==> src/rtl/imem_loader_pkg.sv <==
// imem_loader_pkg
//   Shared types and constants for the instruction-memory loader.
//   state_t : loader FSM states
//   IMEM_*  : geometry of the instruction memory being written
//   LEN_MAX : largest frame length accepted, in words
package imem_loader_pkg;

   localparam int IMEM_DEPTH  = 64;
   localparam int IMEM_ADDR_W = 6;
   localparam int IMEM_DATA_W = 32;
   localparam int LEN_MAX     = 64;

   typedef enum logic [2:0] {
      WAIT_LEN,
      DATA,
      CHECK,
      DONE,
      ERROR
   } state_t;

endpackage

==> src/rtl/imem_loader_if.sv <==
// imem_loader_if
//   Bundles the loader's byte-stream input, control and memory write port.
//   slave  : loader side (consumes rx bytes/start, drives write port and status)
//   master : driver side (UART receiver / control logic / bench)
interface imem_loader_if #(
   parameter int ADDR_W = 6,
   parameter int DATA_W = 32
);
   logic              rx_valid;
   logic [7:0]        rx_data;
   logic              start;
   logic              we;
   logic [ADDR_W-1:0] wa;
   logic [DATA_W-1:0] wd;
   logic              cpu_hold;
   logic              done;
   logic              error;

   modport slave (
      input  rx_valid, rx_data, start,
      output we, wa, wd, cpu_hold, done, error
   );

   modport master (
      output rx_valid, rx_data, start,
      input  we, wa, wd, cpu_hold, done, error
   );
endinterface

==> src/rtl/imem_loader_word_assembler.sv <==
// imem_loader_word_assembler
//   Packs bytes MSB-first into 32-bit words and keeps a running XOR of
//   every byte accepted.
//   clk, rst       : clock, async active-high reset
//   i_clear        : synchronous clear of byte counter, shifter and checksum
//   i_valid/i_byte : byte strobe and value
//   o_word         : current word including the byte presented this cycle
//   o_word_ready   : high in the cycle the 4th byte of a word is presented
//   o_chk          : XOR of all bytes accepted since the last clear
module imem_loader_word_assembler (
   input  logic        clk,
   input  logic        rst,
   input  logic        i_clear,
   input  logic        i_valid,
   input  logic [7:0]  i_byte,
   output logic [31:0] o_word,
   output logic        o_word_ready,
   output logic [7:0]  o_chk
);
   // Only the three older bytes need storage; the 4th is taken straight
   // from the input so the word is ready in the same cycle it completes.
   logic [23:0] r_sr;
   logic [1:0]  r_cnt;
   logic [7:0]  r_chk;

   always_ff @(posedge clk or posedge rst) begin
      if (rst) begin
         r_sr  <= '0;
         r_cnt <= '0;
         r_chk <= '0;
      end else if (i_clear) begin
         r_sr  <= '0;
         r_cnt <= '0;
         r_chk <= '0;
      end else if (i_valid) begin
         r_sr  <= {r_sr[15:0], i_byte};
         r_cnt <= r_cnt + 2'd1;
         r_chk <= r_chk ^ i_byte;
      end
   end

   assign o_word       = {r_sr, i_byte};
   assign o_word_ready = i_valid && (r_cnt == 2'd3);
   assign o_chk        = r_chk;

endmodule

==> src/rtl/imem_loader.sv <==
// imem_loader
//   Receives a framed byte stream (LEN, LEN*4 data bytes, XOR checksum),
//   writes the assembled big-endian words into instruction memory and
//   holds the CPU in reset until a frame completes with a good checksum.
//   clk, reset : clock, async active-high reset
//   bus        : rx_valid/rx_data/start in; we/wa/wd write port and
//                cpu_hold/done/error status out
module imem_loader
   import imem_loader_pkg::*;
#(
   parameter int ADDR_W = IMEM_ADDR_W,
   parameter int DEPTH  = IMEM_DEPTH,
   parameter int DATA_W = IMEM_DATA_W
) (
   input  logic          clk,
   input  logic          reset,
   imem_loader_if.slave  bus
);
   state_t            r_state, w_state_nxt;
   logic [ADDR_W:0]   r_len;
   logic [ADDR_W:0]   r_widx;
   logic              r_we;
   logic [ADDR_W-1:0] r_wa;
   logic [DATA_W-1:0] r_wd;

   logic              w_clear;
   logic              w_asm_valid;
   logic              w_len_ok;
   logic [31:0]       w_word;
   logic              w_word_ready;
   logic [7:0]        w_chk;

   imem_loader_word_assembler u_asm (
      .clk          (clk),
      .rst          (reset),
      .i_clear      (w_clear),
      .i_valid      (w_asm_valid),
      .i_byte       (bus.rx_data),
      .o_word       (w_word),
      .o_word_ready (w_word_ready),
      .o_chk        (w_chk)
   );

   assign w_len_ok = (bus.rx_data != 8'd0) && (bus.rx_data <= 8'(DEPTH));

   always_comb begin
      w_state_nxt = r_state;
      w_clear     = 1'b0;
      w_asm_valid = 1'b0;
      case (r_state)
         WAIT_LEN: if (bus.rx_valid) w_state_nxt = w_len_ok ? DATA : ERROR;
         DATA: begin
            // Bytes reach the assembler only here, so writes can only
            // originate from DATA.
            w_asm_valid = bus.rx_valid;
            if (w_word_ready && (r_widx == r_len - 1'b1)) w_state_nxt = CHECK;
         end
         CHECK: if (bus.rx_valid) w_state_nxt = (bus.rx_data == w_chk) ? DONE : ERROR;
         DONE, ERROR: begin
            if (bus.start) begin
               w_state_nxt = WAIT_LEN;
               w_clear     = 1'b1;
            end
         end
         default: w_state_nxt = WAIT_LEN;
      endcase
   end

   always_ff @(posedge clk or posedge reset) begin
      if (reset) begin
         r_state <= WAIT_LEN;
         r_len   <= '0;
         r_widx  <= '0;
         r_we    <= 1'b0;
         r_wa    <= '0;
         r_wd    <= '0;
      end else begin
         r_state <= w_state_nxt;
         r_we    <= w_word_ready;
         if (r_state == WAIT_LEN && bus.rx_valid && w_len_ok)
            r_len <= bus.rx_data[ADDR_W:0];
         // wd is latched here rather than read from the shifter, so the
         // first byte of the next word may arrive during the write cycle.
         if (w_word_ready) begin
            r_wa   <= r_widx[ADDR_W-1:0];
            r_wd   <= DATA_W'(w_word);
            r_widx <= r_widx + 1'b1;
         end
         if (w_clear) begin
            r_wa   <= '0;
            r_widx <= '0;
         end
      end
   end

   assign bus.we       = r_we;
   assign bus.wa       = r_wa;
   assign bus.wd       = r_wd;
   assign bus.done     = (r_state == DONE);
   assign bus.error    = (r_state == ERROR);
   assign bus.cpu_hold = (r_state != DONE);

endmodule

==> src/flat_wrapper.sv <==
// flat-port wrapper written by rule: the top's interface ports become plain ports
module imem_loader_flat import imem_loader_pkg::*;
#(
   parameter int ADDR_W = IMEM_ADDR_W,
   parameter int DEPTH  = IMEM_DEPTH,
   parameter int DATA_W = IMEM_DATA_W
)
  (clk, reset, bus_rx_valid, bus_rx_data, bus_start, bus_we, bus_wa, bus_wd, bus_cpu_hold, bus_done, bus_error);
  imem_loader_if #(.ADDR_W(ADDR_W), .DATA_W(DATA_W)) bus_i ();
  input  logic clk;
  input  logic reset;
  input wire logic [$bits(bus_i.rx_valid)-1:0] bus_rx_valid;
  input wire logic [$bits(bus_i.rx_data)-1:0] bus_rx_data;
  input wire logic [$bits(bus_i.start)-1:0] bus_start;
  output wire logic [$bits(bus_i.we)-1:0] bus_we;
  output wire logic [$bits(bus_i.wa)-1:0] bus_wa;
  output wire logic [$bits(bus_i.wd)-1:0] bus_wd;
  output wire logic [$bits(bus_i.cpu_hold)-1:0] bus_cpu_hold;
  output wire logic [$bits(bus_i.done)-1:0] bus_done;
  output wire logic [$bits(bus_i.error)-1:0] bus_error;
  assign bus_i.rx_valid = bus_rx_valid;
  assign bus_i.rx_data = bus_rx_data;
  assign bus_i.start = bus_start;
  assign bus_we = bus_i.we;
  assign bus_wa = bus_i.wa;
  assign bus_wd = bus_i.wd;
  assign bus_cpu_hold = bus_i.cpu_hold;
  assign bus_done = bus_i.done;
  assign bus_error = bus_i.error;
  imem_loader #(.ADDR_W(ADDR_W), .DEPTH(DEPTH), .DATA_W(DATA_W)) u_core (.clk(clk), .reset(reset), .bus(bus_i));
endmodule
==> config.mk <==
export PLATFORM = sky130hd
export DESIGN_NAME = imem_loader_flat
export DESIGN_NICKNAME = d
export VERILOG_FILES = /design/src/rtl/imem_loader_pkg.sv /design/src/rtl/imem_loader_if.sv /design/src/rtl/imem_loader_word_assembler.sv /design/src/rtl/imem_loader.sv /design/src/flat_wrapper.sv
export SDC_FILE = /design/constraint.sdc
export NUM_CORES = 1
export LEC_CHECK = 0
export CAP_MARGIN = 20
export CELL_PAD_IN_SITES_DETAIL_PLACEMENT = 2
export CELL_PAD_IN_SITES_GLOBAL_PLACEMENT = 2
export CORE_MARGIN = 2
export CORE_UTILIZATION = 34
export DETAILED_ROUTE_END_ITERATION = 12
export GPL_TIMING_DRIVEN = 1
export PLACE_DENSITY = 0.83
export SLEW_MARGIN = 20
export SYNTH_ARGS = -nofsm -noshare
export SYNTH_HDL_FRONTEND = slang
export SYNTH_HIERARCHICAL = 1
export SYNTH_SLANG_ARGS = --single-unit
export TNS_END_PERCENT = 20
==> constraint.sdc <==
create_clock -name clk -period 2.45 [get_ports clk]
set_input_delay 0.3675 -clock clk [delete_from_list [all_inputs] [get_ports clk]]
set_output_delay 0.3675 -clock clk [all_outputs]
set_load 0.02 [all_outputs]
==> impl_metrics.csv, run 1 <==
group,metric,value,unit
yosys,synthDistinctLibCells,54,
hold_path,hp-class,"primary input to asynchronous set/reset pin",
finish,fin_nets,416,
timing,rsz0062_at_grt,"false",
finish,synthToLayoutAreaGrowth,24.70,%
global_routing,grt_pass1_vias,3299,
die,die_area,13320,µm²
die,core,12060,µm²
clock_network,clkSinkCount,90,
setup_path,crit_slowest_cell,"or4_1",
power,pwr-share-seq,39.6,%
yosys,synthArstFlopShare,100.0,%
setup_path,worstSetupEndpointType,"register",
clock_network,cts-root-buf,"clkbuf_16",
power,leakage,2.358,nW
yosys,synth.avg_cell_area,12.26,µm²
drt,routedWlPerCell,18.61,µm
drt,drc,0,
global_routing,grt_start_max_net_pins,48,
power,combPwrFrac,39.5,%
die,die_w,115.4,µm
timing,worst_pin_slew,0.6264,ns
clock_network,cts_buffer_depth,2,
global_routing,grt-ovfl-total,0,
clock_network,htreeDepth,3,
power,internal_power,4.233,mW
clock_network,cts_resized,0,
setup_path,start_kind,"primary input",
setup_path,path_cells,"clkdlybuf4s50_1 > or4_1 > o31a_1 > nor4b_4 > nand2_4 > mux2_4",
drt,drtAntennaViolNets,0,
setup_path,cp.arrival,2.63,ns
setup_path,critPathMaxStageDelay,0.61,ns
setup_path,cp_max_fo,7,
global_routing,grt_pass1_wl,18060,µm
drt,drtIter0Drc,97,
status,status,"completed",
power,powerDensity,1250,nW/µm²
clock_network,cts_made_buffers,9,
finish,diodes,0,
setup_path,worstSetupPathType,"primary input to register",
power,vdd.ir_drop.worst,0.5855,mV
timing,timing.final.crit_share,97.69,%
placed_design,gp_congestion,0.7365,
flow_run,cap_violations,0,
yosys,yosys_register_bits,90,
die,io_pins,54,
setup_path,cp_data_required_time,2.68,ns
drt,first_pass_iters,4,
global_routing,antenna_found_initial,0,
yosys,synth_edf_count,0,
drt,wirelength,10680,µm
clock_network,holdBufCountCts,0,
clock_network,clk_pin_slew,0.07,ns
timing,setup_viol,0,
placed_design,dp_hpwl,7074,µm
timing,period_minus_slack,2.393,ns
timing,slew_violations,0,
die,die_h,115.4,µm
finish,layout_commonest_cell,"dfrtp_1",
setup_path,reg2reg_depth,5,
drt,vias_per_cell,4.946,
power,sw_frac_of_total,35.66,%
timing,hold_viol,0,
global_routing,grt_use_total,17.84,%
placed_design,dp_slack,-0.2998,ns
clock_network,cts_tree,"done",
yosys,syn-cell-area,4219,µm²
die,rows,40,
yosys,ys.flop_type,"dfrtp_1",
timing,max_freq,417.8,MHz
clock_network,post_cts_buffers,0,
yosys,yosysSeqAreaShare,53.38,%
power,total_power,6.578,mW
yosys,yosysWarningCount,6,
drt,via_count,2839,
finish,drive_above_1_share,22.91,%
placed_design,port_buffers,53,
clock_network,clock_latency,0.35,ns
timing,finClkSkew,0.006065,ns
power,p_switching,2.346,mW
finish,most-common-layout-cells,"dfrtp_1, clkdlybuf4s50_1, nor2_1",
timing,slew_headroom,57.85,%
yosys,netlist_instances,344,
timing,fin_ws,0.05671,ns
yosys,syn_nets,359,
die,initial_utilization,34.98,%
power,pwr-share-clk,21.0,%
[per-layer routing]
metal | global-route usage (%) | wire length, µm
met1 | 22.71 | 4698
met5 | 0 | 0
met2 | 29.90 | 5440
met4 | 6.988 | 192
met3 | 3.585 | 351
[critical path: cells and delay by family]
kind	cells	cell delay, ns
buffers and inverters	1	0.50
AO/OA/AOI/OAI	1	0.32
multiplexers	1	0.32
AND/OR/NAND/NOR	3	1.10
[area by class of cell]
type,instances,area [µm²]
clock inverters,7,70.07
flip-flops and latches,90,2252
repair buffers,72,688.2
multi-input cells,221,1789
fillers,1226,6800
well taps,168,210.2
inverters,7,26.28
clock buffers,9,225.2
[synth_stat cells (2+ instances only)]
master | count | share of area, %
nor3_1 | 4 | 0.47
a31oi_1 | 2 | 0.30
nand3b_1 | 11 | 2.0
or2_2 | 2 | 0.30
buf_2 | 2 | 0.24
mux2_4 | 7 | 2.5
buf_4 | 9 | 1.6
o31ai_1 | 2 | 0.36
a21bo_1 | 5 | 1.2
ha_1 | 3 | 0.89
dfrtp_1 | 90 | 53
xnor2_1 | 13 | 2.7
a21oi_1 | 8 | 0.95
nand2b_1 | 2 | 0.30
mux2_2 | 32 | 8.5
a21bo_2 | 3 | 0.71
o21ai_0 | 4 | 0.47
a21oi_2 | 5 | 1.0
and2_1 | 2 | 0.30
or3_1 | 2 | 0.30
clkbuf_1 | 9 | 0.80
mux2i_1 | 32 | 7.6
buf_6 | 4 | 1.1
xor2_1 | 6 | 1.2
inv_1 | 7 | 0.62
nand4_1 | 3 | 0.44
nor4_1 | 2 | 0.30
nor2_1 | 42 | 3.7
nand2_1 | 6 | 0.53
[stage by stage]
stage | instance area (µm²) | hold WS (ns) | TNS [ns] | std cells | util [%]
6_report | 5261 | 0.3952 | 0 | 574 | 43.62
5_1_grt | 5261 | 0.4313 | 0 | 574 | 43.62
4_1_cts | 5259 | 0.4008 | 0 | 574 | 43.60
3_5_place_dp | 4964 | 0.4987 | -2.247 | 558 | 41.15
3_3_place_gp | 4964 | 0.4912 | -1.585 | 558 | 41.15
2_1_floorplan | 4220 | 0.4614 | 0 | 344 | -
[flip-flops by register name, summed over array words and instances (netlist names)]
name	cells
u_core/r_widx	7
u_core/u_asm/o_chk	8
u_core/r_len	7
u_core/u_asm/r_cnt	2
u_core/u_asm/r_sr	24
u_core/bus.wd	32
u_core/bus.we	1
u_core/bus.wa	6
u_core/r_state	3
[cell families (layout without fill, tap and decap cells)]
logic type      after synthesis  after routing  synth area share (%)
xor+xnor                     19             19                 3.944
flops                        90             90                 53.38
buf+inv                      33             95                 4.537
simple gates                 87             87                 11.30
mux                          71             71                 18.62
fa+ha+maj                     3              3                0.8898
compound gates               41             41                 7.326
[power by group through the flow]
stage | logic [mW] | clock network (mW) | registers (mW)
after floorplan | 1.41 | 0 | 2.79
after global placement | 2.47 | 0 | 2.57
after detailed placement | 2.59 | 0 | 2.61
after CTS | 2.65 | 1.43 | 2.61
after global routing | 2.84 | 1.49 | 2.70
final | 2.60 | 1.38 | 2.60
[final timing paths]
| check | from | to | slack [ns] |
|---|---|---|---|
| worst max-delay path | bus_rx_data[0] | u_core/r_len[0]$_DFFE_PP0P_ | 0.06 |
| worst min-delay path | reset | u_core/bus.wd[11]$_DFFE_PP0P_ | 0.40 |
| worst max register to register | u_core/r_state[1]$_DFFE_PP0P_ | u_core/bus.wd[25]$_DFFE_PP0P_ | 0.32 |
| worst min register to register | u_core/bus.wd[4]$_DFFE_PP0P_ | u_core/bus.wd[4]$_DFFE_PP0P_ | 0.51 |
| max in group asynchronous | reset | u_core/r_widx[3]$_DFFE_PP0P_ | 1.34 |
| min in group clk | u_core/bus.wd[4]$_DFFE_PP0P_ | u_core/bus.wd[4]$_DFFE_PP0P_ | 0.51 |
No activity file was read; power rests on OpenSTA's default activity.
==> inputs of run 2 (changes only) <==
--- a/config.mk
+++ b/config.mk
@@ -9,10 +9,11 @@
 export CELL_PAD_IN_SITES_DETAIL_PLACEMENT = 2
 export CELL_PAD_IN_SITES_GLOBAL_PLACEMENT = 2
 export CORE_MARGIN = 2
-export CORE_UTILIZATION = 34
+export CORE_UTILIZATION = 30
 export DETAILED_ROUTE_END_ITERATION = 12
 export GPL_TIMING_DRIVEN = 1
-export PLACE_DENSITY = 0.83
+export PLACE_DENSITY = 0.76
+export SKIP_LAST_GASP = 1
 export SLEW_MARGIN = 20
 export SYNTH_ARGS = -nofsm -noshare
 export SYNTH_HDL_FRONTEND = slang
==> run 2 against run 1 <==
  * Worst hold slack improved by 0.067 ns
  * Critical path depth rose by 2
  * Combinational power barely moved
  * Total power fell by 0.75%
  * Clock-buffer cell count rose by 1
  * Register-to-register slack got worse by 0.06 ns
  * Flip-flop and latch count did not move
  * Fmax rose by 2.5%
==> impl_metrics.csv, run 2 (synthesis results as in run 1) <==
group,metric,value,unit
clock_network,clkSinkCount,90,
clock_network,cts_resized,0,
die,die_h,122.6,µm
timing,slew_headroom,58.05,%
power,p_switching,2.355,mW
setup_path,cp_data_required_time,2.66,ns
setup_path,crit_path_frequent_cell,"buf_4",
timing,hold_viol,0,
drt,routedWlPerCell,18.41,µm
drt,first_pass_iters,4,
power,leakage,2.344,nW
drt,vias_per_cell,4.892,
timing,setup_viol,0,
setup_path,cp_max_fo,2,
finish,layout_commonest_cell,"dfrtp_1",
timing,timing.final.crit_share,95.35,%
clock_network,htreeDepth,3,
timing,slew_violations,0,
setup_path,path_cells,"clkdlybuf4s50_1 > or4_1 > buf_4 > nor4_2 > nor4b_4 > buf_4 > o41ai_1 > a31oi_1",
clock_network,cts-root-buf,"clkbuf_16",
drt,drtIter0Drc,126,
placed_design,port_buffers,53,
timing,final.setup.tns,0,ns
setup_path,cp.arrival,2.54,ns
timing,fin_ws,0.1140,ns
finish,fin_nets,414,
power,pwr-share-seq,39.8,%
finish,most-common-layout-cells,"dfrtp_1, clkdlybuf4s50_1, nor2_1",
power,pwr-share-clk,20.5,%
die,io_pins,54,
finish,synthToLayoutAreaGrowth,25.15,%
die,rows,43,
placed_design,dp_hpwl,7142,µm
placed_design,place_inst,568,
global_routing,antenna_found_initial,0,
clock_network,cts_made_buffers,9,
drt,drc,0,
flow_run,cap_violations,0,
setup_path,worstSetupEndpointType,"register",
setup_path,crit_slowest_cell,"clkdlybuf4s50_1",
setup_path,critPathMaxStageDelay,0.52,ns
clock_network,clock_latency,0.34,ns
placed_design,gp_congestion,0.7620,
finish,finalNonFillerCells,584,
status,status,"completed",
finish,largest_reg_flops,32,
clock_network,clk_pin_slew,0.07,ns
power,internal_power,4.174,mW
die,core,13830,µm²
timing,finClkSkew,0.007711,ns
global_routing,grt_pass1_vias,3291,
timing,period_minus_slack,2.336,ns
die,die_w,122.6,µm
global_routing,grt_start_max_net_pins,48,
die,die_area,15030,µm²
drt,wirelength,10750,µm
clock_network,cts_buffer_depth,2,
global_routing,grt-ovfl-total,0,
die,initial_utilization,30.51,%
finish,diodes,0,
global_routing,grt_pass1_wl,18190,µm
clock_network,post_cts_buffers,0,
timing,rsz0062_at_grt,"false",
hold_path,hp-class,"primary input to asynchronous set/reset pin",
placed_design,dp_slack,-0.2472,ns
power,powerDensity,1237,nW/µm²
power,vdd.ir_drop.worst,0.6738,mV
timing,max_freq,428.1,MHz
clock_network,cts_tree,"done",
setup_path,start_kind,"primary input",
setup_path,worstSetupPathType,"primary input to register",
finish,final_util,38.19,%
drt,drtAntennaViolNets,0,
finish,drive_above_1_share,22.77,%
drt,via_count,2857,
global_routing,grt_use_total,15.88,%
power,sw_frac_of_total,36.07,%
clock_network,holdBufCountCts,0,
power,combPwrFrac,39.7,%
power,total_power,6.529,mW
timing,worst_pin_slew,0.6284,ns
[run 2: cell count changes in the layout (fill, tap and decap cells not counted)]
cell        previous run  this run
clkinv_2               3         1
dfrtp_2                0         1
buf_12                 1         3
bufinv_16              1         0
clkinv_4               2         1
dfrtp_1               90        89
inv_8                  0         1
buf_4                 18        14
clkinvlp_4             1         2
clkbuf_8               0         1
inv_6                  0         1
[run 2: worst paths after layout]
path	slack, ns	depth (start not counted)	start	endpoint
min	0.46	2	reset	u_core/bus.wd[19]$_DFFE_PP0P_
min in group clk	0.51	1	u_core/u_asm/r_sr[23]$_DFFE_PP0P_	u_core/bus.wd[31]$_DFFE_PP0P_
max reg2reg	0.26	7	u_core/r_state[1]$_DFFE_PP0P_	u_core/r_state[0]$_DFFE_PP0P_
max	0.11	8	bus_rx_data[3]	u_core/r_state[0]$_DFFE_PP0P_
max in group asynchronous	1.36	3	reset	u_core/r_state[1]$_DFFE_PP0P_
min reg2reg	0.51	1	u_core/u_asm/r_sr[23]$_DFFE_PP0P_	u_core/bus.wd[31]$_DFFE_PP0P_
[run 2: routing by layer]
metal	track usage (%)	vias to the layer above	part of all wire, %
met4	3.089	0	0.80
met2	27.99	43	53
met5	0	-	0
met3	4.600	8	3.3
li1	-	1300	-
met1	19.36	1506	43
[run 2: area by class of cell]
cell class                      count  area (µm²)
Fill cell                        1431        8547
Sequential cell                    90        2253
Multi-Input combinational cell    221        1789
Timing Repair Buffer               70       698.2
Clock buffer                       10       239.0
Tap cell                          180       225.2
Clock inverter                      6       48.80
Inverter                            7       26.28
[run 2: stage by stage]
stage	area [µm²]	hold WS, ns
floorplan	4220	0.4614
global placement	4989	0.4904
detailed placement	4989	0.4963
CTS	5276	0.4609
global route	5280	0.5042
finish	5280	0.4618
[run 2: power by group through the flow]
| stage | clock network (mW) | logic (mW) | registers (mW) |
|---|---|---|---|
| floorplan | 0 | 1.41 | 2.79 |
| global placement | 0 | 2.49 | 2.58 |
| detailed placement | 0 | 2.61 | 2.62 |
| CTS | 1.39 | 2.65 | 2.61 |
| global route | 1.44 | 2.85 | 2.70 |
| finish | 1.34 | 2.59 | 2.60 |
[run 2: worst max-delay path: cells and delay by family]
kind / cells / cell delay, ns
AO/OA/AOI/OAI: 2 / 0.45
buffers and inverters: 3 / 0.84
AND/OR/NAND/NOR: 3 / 0.89
==> inputs of run 3 (changes only) <==
--- a/config.mk
+++ b/config.mk
@@ -12,7 +12,7 @@
 export CORE_UTILIZATION = 30
 export DETAILED_ROUTE_END_ITERATION = 12
 export GPL_TIMING_DRIVEN = 1
-export PLACE_DENSITY = 0.76
+export PLACE_DENSITY = 0.75
 export SKIP_LAST_GASP = 1
 export SLEW_MARGIN = 20
 export SYNTH_ARGS = -nofsm -noshare
==> run 3 against run 2 <==
  * Global-route usage grew 0.33 points
  * Via count increased by 0.56%
  * Flip-flop and latch count did not move
  * Core utilization shrank 0.15 points
  * Highest routed layer unchanged
==> impl_metrics.csv, run 3 (synthesis results as in run 1) <==
group,metric,value,unit
clock_network,cts-root-buf,"clkbuf_16",
setup_path,reg2reg_depth,7,
finish,layout_commonest_cell,"dfrtp_1",
timing,rsz0062_at_grt,"false",
timing,finClkSkew,0.01023,ns
global_routing,grt-ovfl-total,0,
die,die_area,15030,µm²
die,core,13830,µm²
setup_path,cp.arrival,2.54,ns
global_routing,antenna_found_initial,0,
status,status,"completed",
drt,routedWlPerCell,18.55,µm
drt,via_count,2873,
global_routing,grt_start_max_net_pins,48,
setup_path,rr_startpoint,"u_core/r_state[1]$_DFFE_PP0P_",
setup_path,start_kind,"primary input",
hold_path,hp-class,"primary input to asynchronous set/reset pin",
timing,period_minus_slack,2.317,ns
clock_network,cts_buffer_depth,2,
placed_design,gp_congestion,0.7187,
placed_design,dp_hpwl,7322,µm
drt,wirelength,10890,µm
setup_path,worstSetupEndpointType,"register",
power,powerDensity,1231,nW/µm²
clock_network,clkSinkCount,90,
timing,fin_ws,0.1330,ns
finish,synthToLayoutAreaGrowth,24.64,%
timing,slew_headroom,57.97,%
clock_network,htreeDepth,3,
clock_network,cts_made_buffers,9,
drt,drtIter0Drc,118,
clock_network,cts_resized,1,
timing,hold_viol,0,
timing,setup_viol,0,
drt,drtAntennaViolNets,0,
power,leakage,2.339,nW
die,rows,43,
clock_network,clock_latency,0.35,ns
drt,drc,0,
die,io_pins,54,
global_routing,grt_pass1_vias,3318,
power,vdd.ir_drop.worst,0.4330,mV
finish,largest_reg_flops,32,
clock_network,post_cts_buffers,0,
flow_run,cap_violations,0,
setup_path,cp_data_required_time,2.68,ns
drt,first_pass_iters,4,
timing,whs,0.4402,ns
finish,final_util,38.03,%
clock_network,cts_tree,"done",
finish,drive_above_1_share,22.36,%
timing,worst_pin_slew,0.6247,ns
placed_design,port_buffers,53,
die,die_h,122.6,µm
setup_path,cp_max_fo,7,
timing,slew_violations,0,
setup_path,rr_endpoint,"u_core/r_state[0]$_DFFE_PP0P_",
placed_design,dp_slack,-0.2238,ns
global_routing,grt_use_total,16.21,%
setup_path,rrSetupSlack,0.23,ns
finish,most-common-layout-cells,"dfrtp_1, clkdlybuf4s50_1, nor2_1",
setup_path,worstSetupPathType,"primary input to register",
clock_network,clk_pin_slew,0.07,ns
drt,vias_per_cell,4.894,
die,die_w,122.6,µm
clock_network,holdBufCountCts,0,
finish,diodes,0,
finish,fin_nets,417,
power,total_power,6.472,mW
global_routing,grt_pass1_wl,18440,µm
timing,max_freq,431.6,MHz
die,initial_utilization,30.51,%
timing,timing.final.crit_share,94.57,%
-- run 3: cell count changes in the layout (fill, tap and decap cells not counted), sizes merged --
cell / change
dlymetal6s2s: -1
inv: -2
clkbuf: +3
clkinvlp: -2
buf: +3
dlygate4sd2: +1
clkinv: +1
-- run 3: layer usage --
layer | up-vias | track usage [%] | routed length [µm] | share of wire [%]
met2 | 40 | 27.01 | 5507 | 51
met4 | 0 | 5.172 | 159 | 1.5
met1 | 1512 | 20.72 | 4870 | 45
li1 | 1310 | - | - | -
met3 | 11 | 3.950 | 352 | 3.2
met5 | - | 0 | 0 | 0
-- run 3: worst max path at each step --
stage / slack (ns) / to / cells after the start / startpoint
final: 0.13 / u_core/r_len[3]$_DFFE_PP0P_ / 6 / bus_rx_data[0]
after global routing: 0.08 / u_core/r_len[5]$_DFFE_PP0P_ / 6 / bus_rx_data[0]
after CTS: 0.12 / u_core/r_len[3]$_DFFE_PP0P_ / 6 / bus_rx_data[0]
after detailed placement: -0.22 / u_core/r_state[0]$_DFFE_PP0P_ / 8 / bus_rx_data[0]
after global placement: -0.13 / u_core/r_len[2]$_DFFE_PP0P_ / 6 / bus_rx_data[0]
after floorplan: 0.04 / u_core/bus.wd[0]$_DFFE_PP0P_ / 9 / u_core/r_state[1]$_DFFE_PP0P_
-- run 3: cell type report --
cell class                      count  area [µm²]
Tap cell                          180       225.2
Inverter                            7       26.28
Multi-Input combinational cell    221        1798
Fill cell                        1429        8568
Clock buffer                       13       250.2
Sequential cell                    90        2252
Timing Repair Buffer               73       691.9
Clock inverter                      3       15.01
-- run 3: per-stage QoR --
| stage | TNS (ns) | instances | area, µm² |
|---|---|---|---|
| 2_1_floorplan | 0 | 344 | 4220 |
| 3_3_place_gp | -1.025 | 571 | 4986 |
| 5_1_grt | 0 | 587 | 5259 |
| 6_report | 0 | 587 | 5259 |
| 3_5_place_dp | -1.687 | 571 | 4986 |
| 4_1_cts | 0 | 587 | 5250 |
-- run 3: worst max-delay path: stages --
cell and delay, ns:
clkdlybuf4s50_1 0.42, or4_1 0.59, o31a_1 0.32, nor4b_4 0.36
nand2_4 0.16, mux2_4 0.33
-- run 3: power by group --
part / switching [mW] / internal, mW
combinational: 1.24 / 1.34
clock: 0.567 / 0.712
sequential: 0.512 / 2.10
total: 2.32 / 4.16
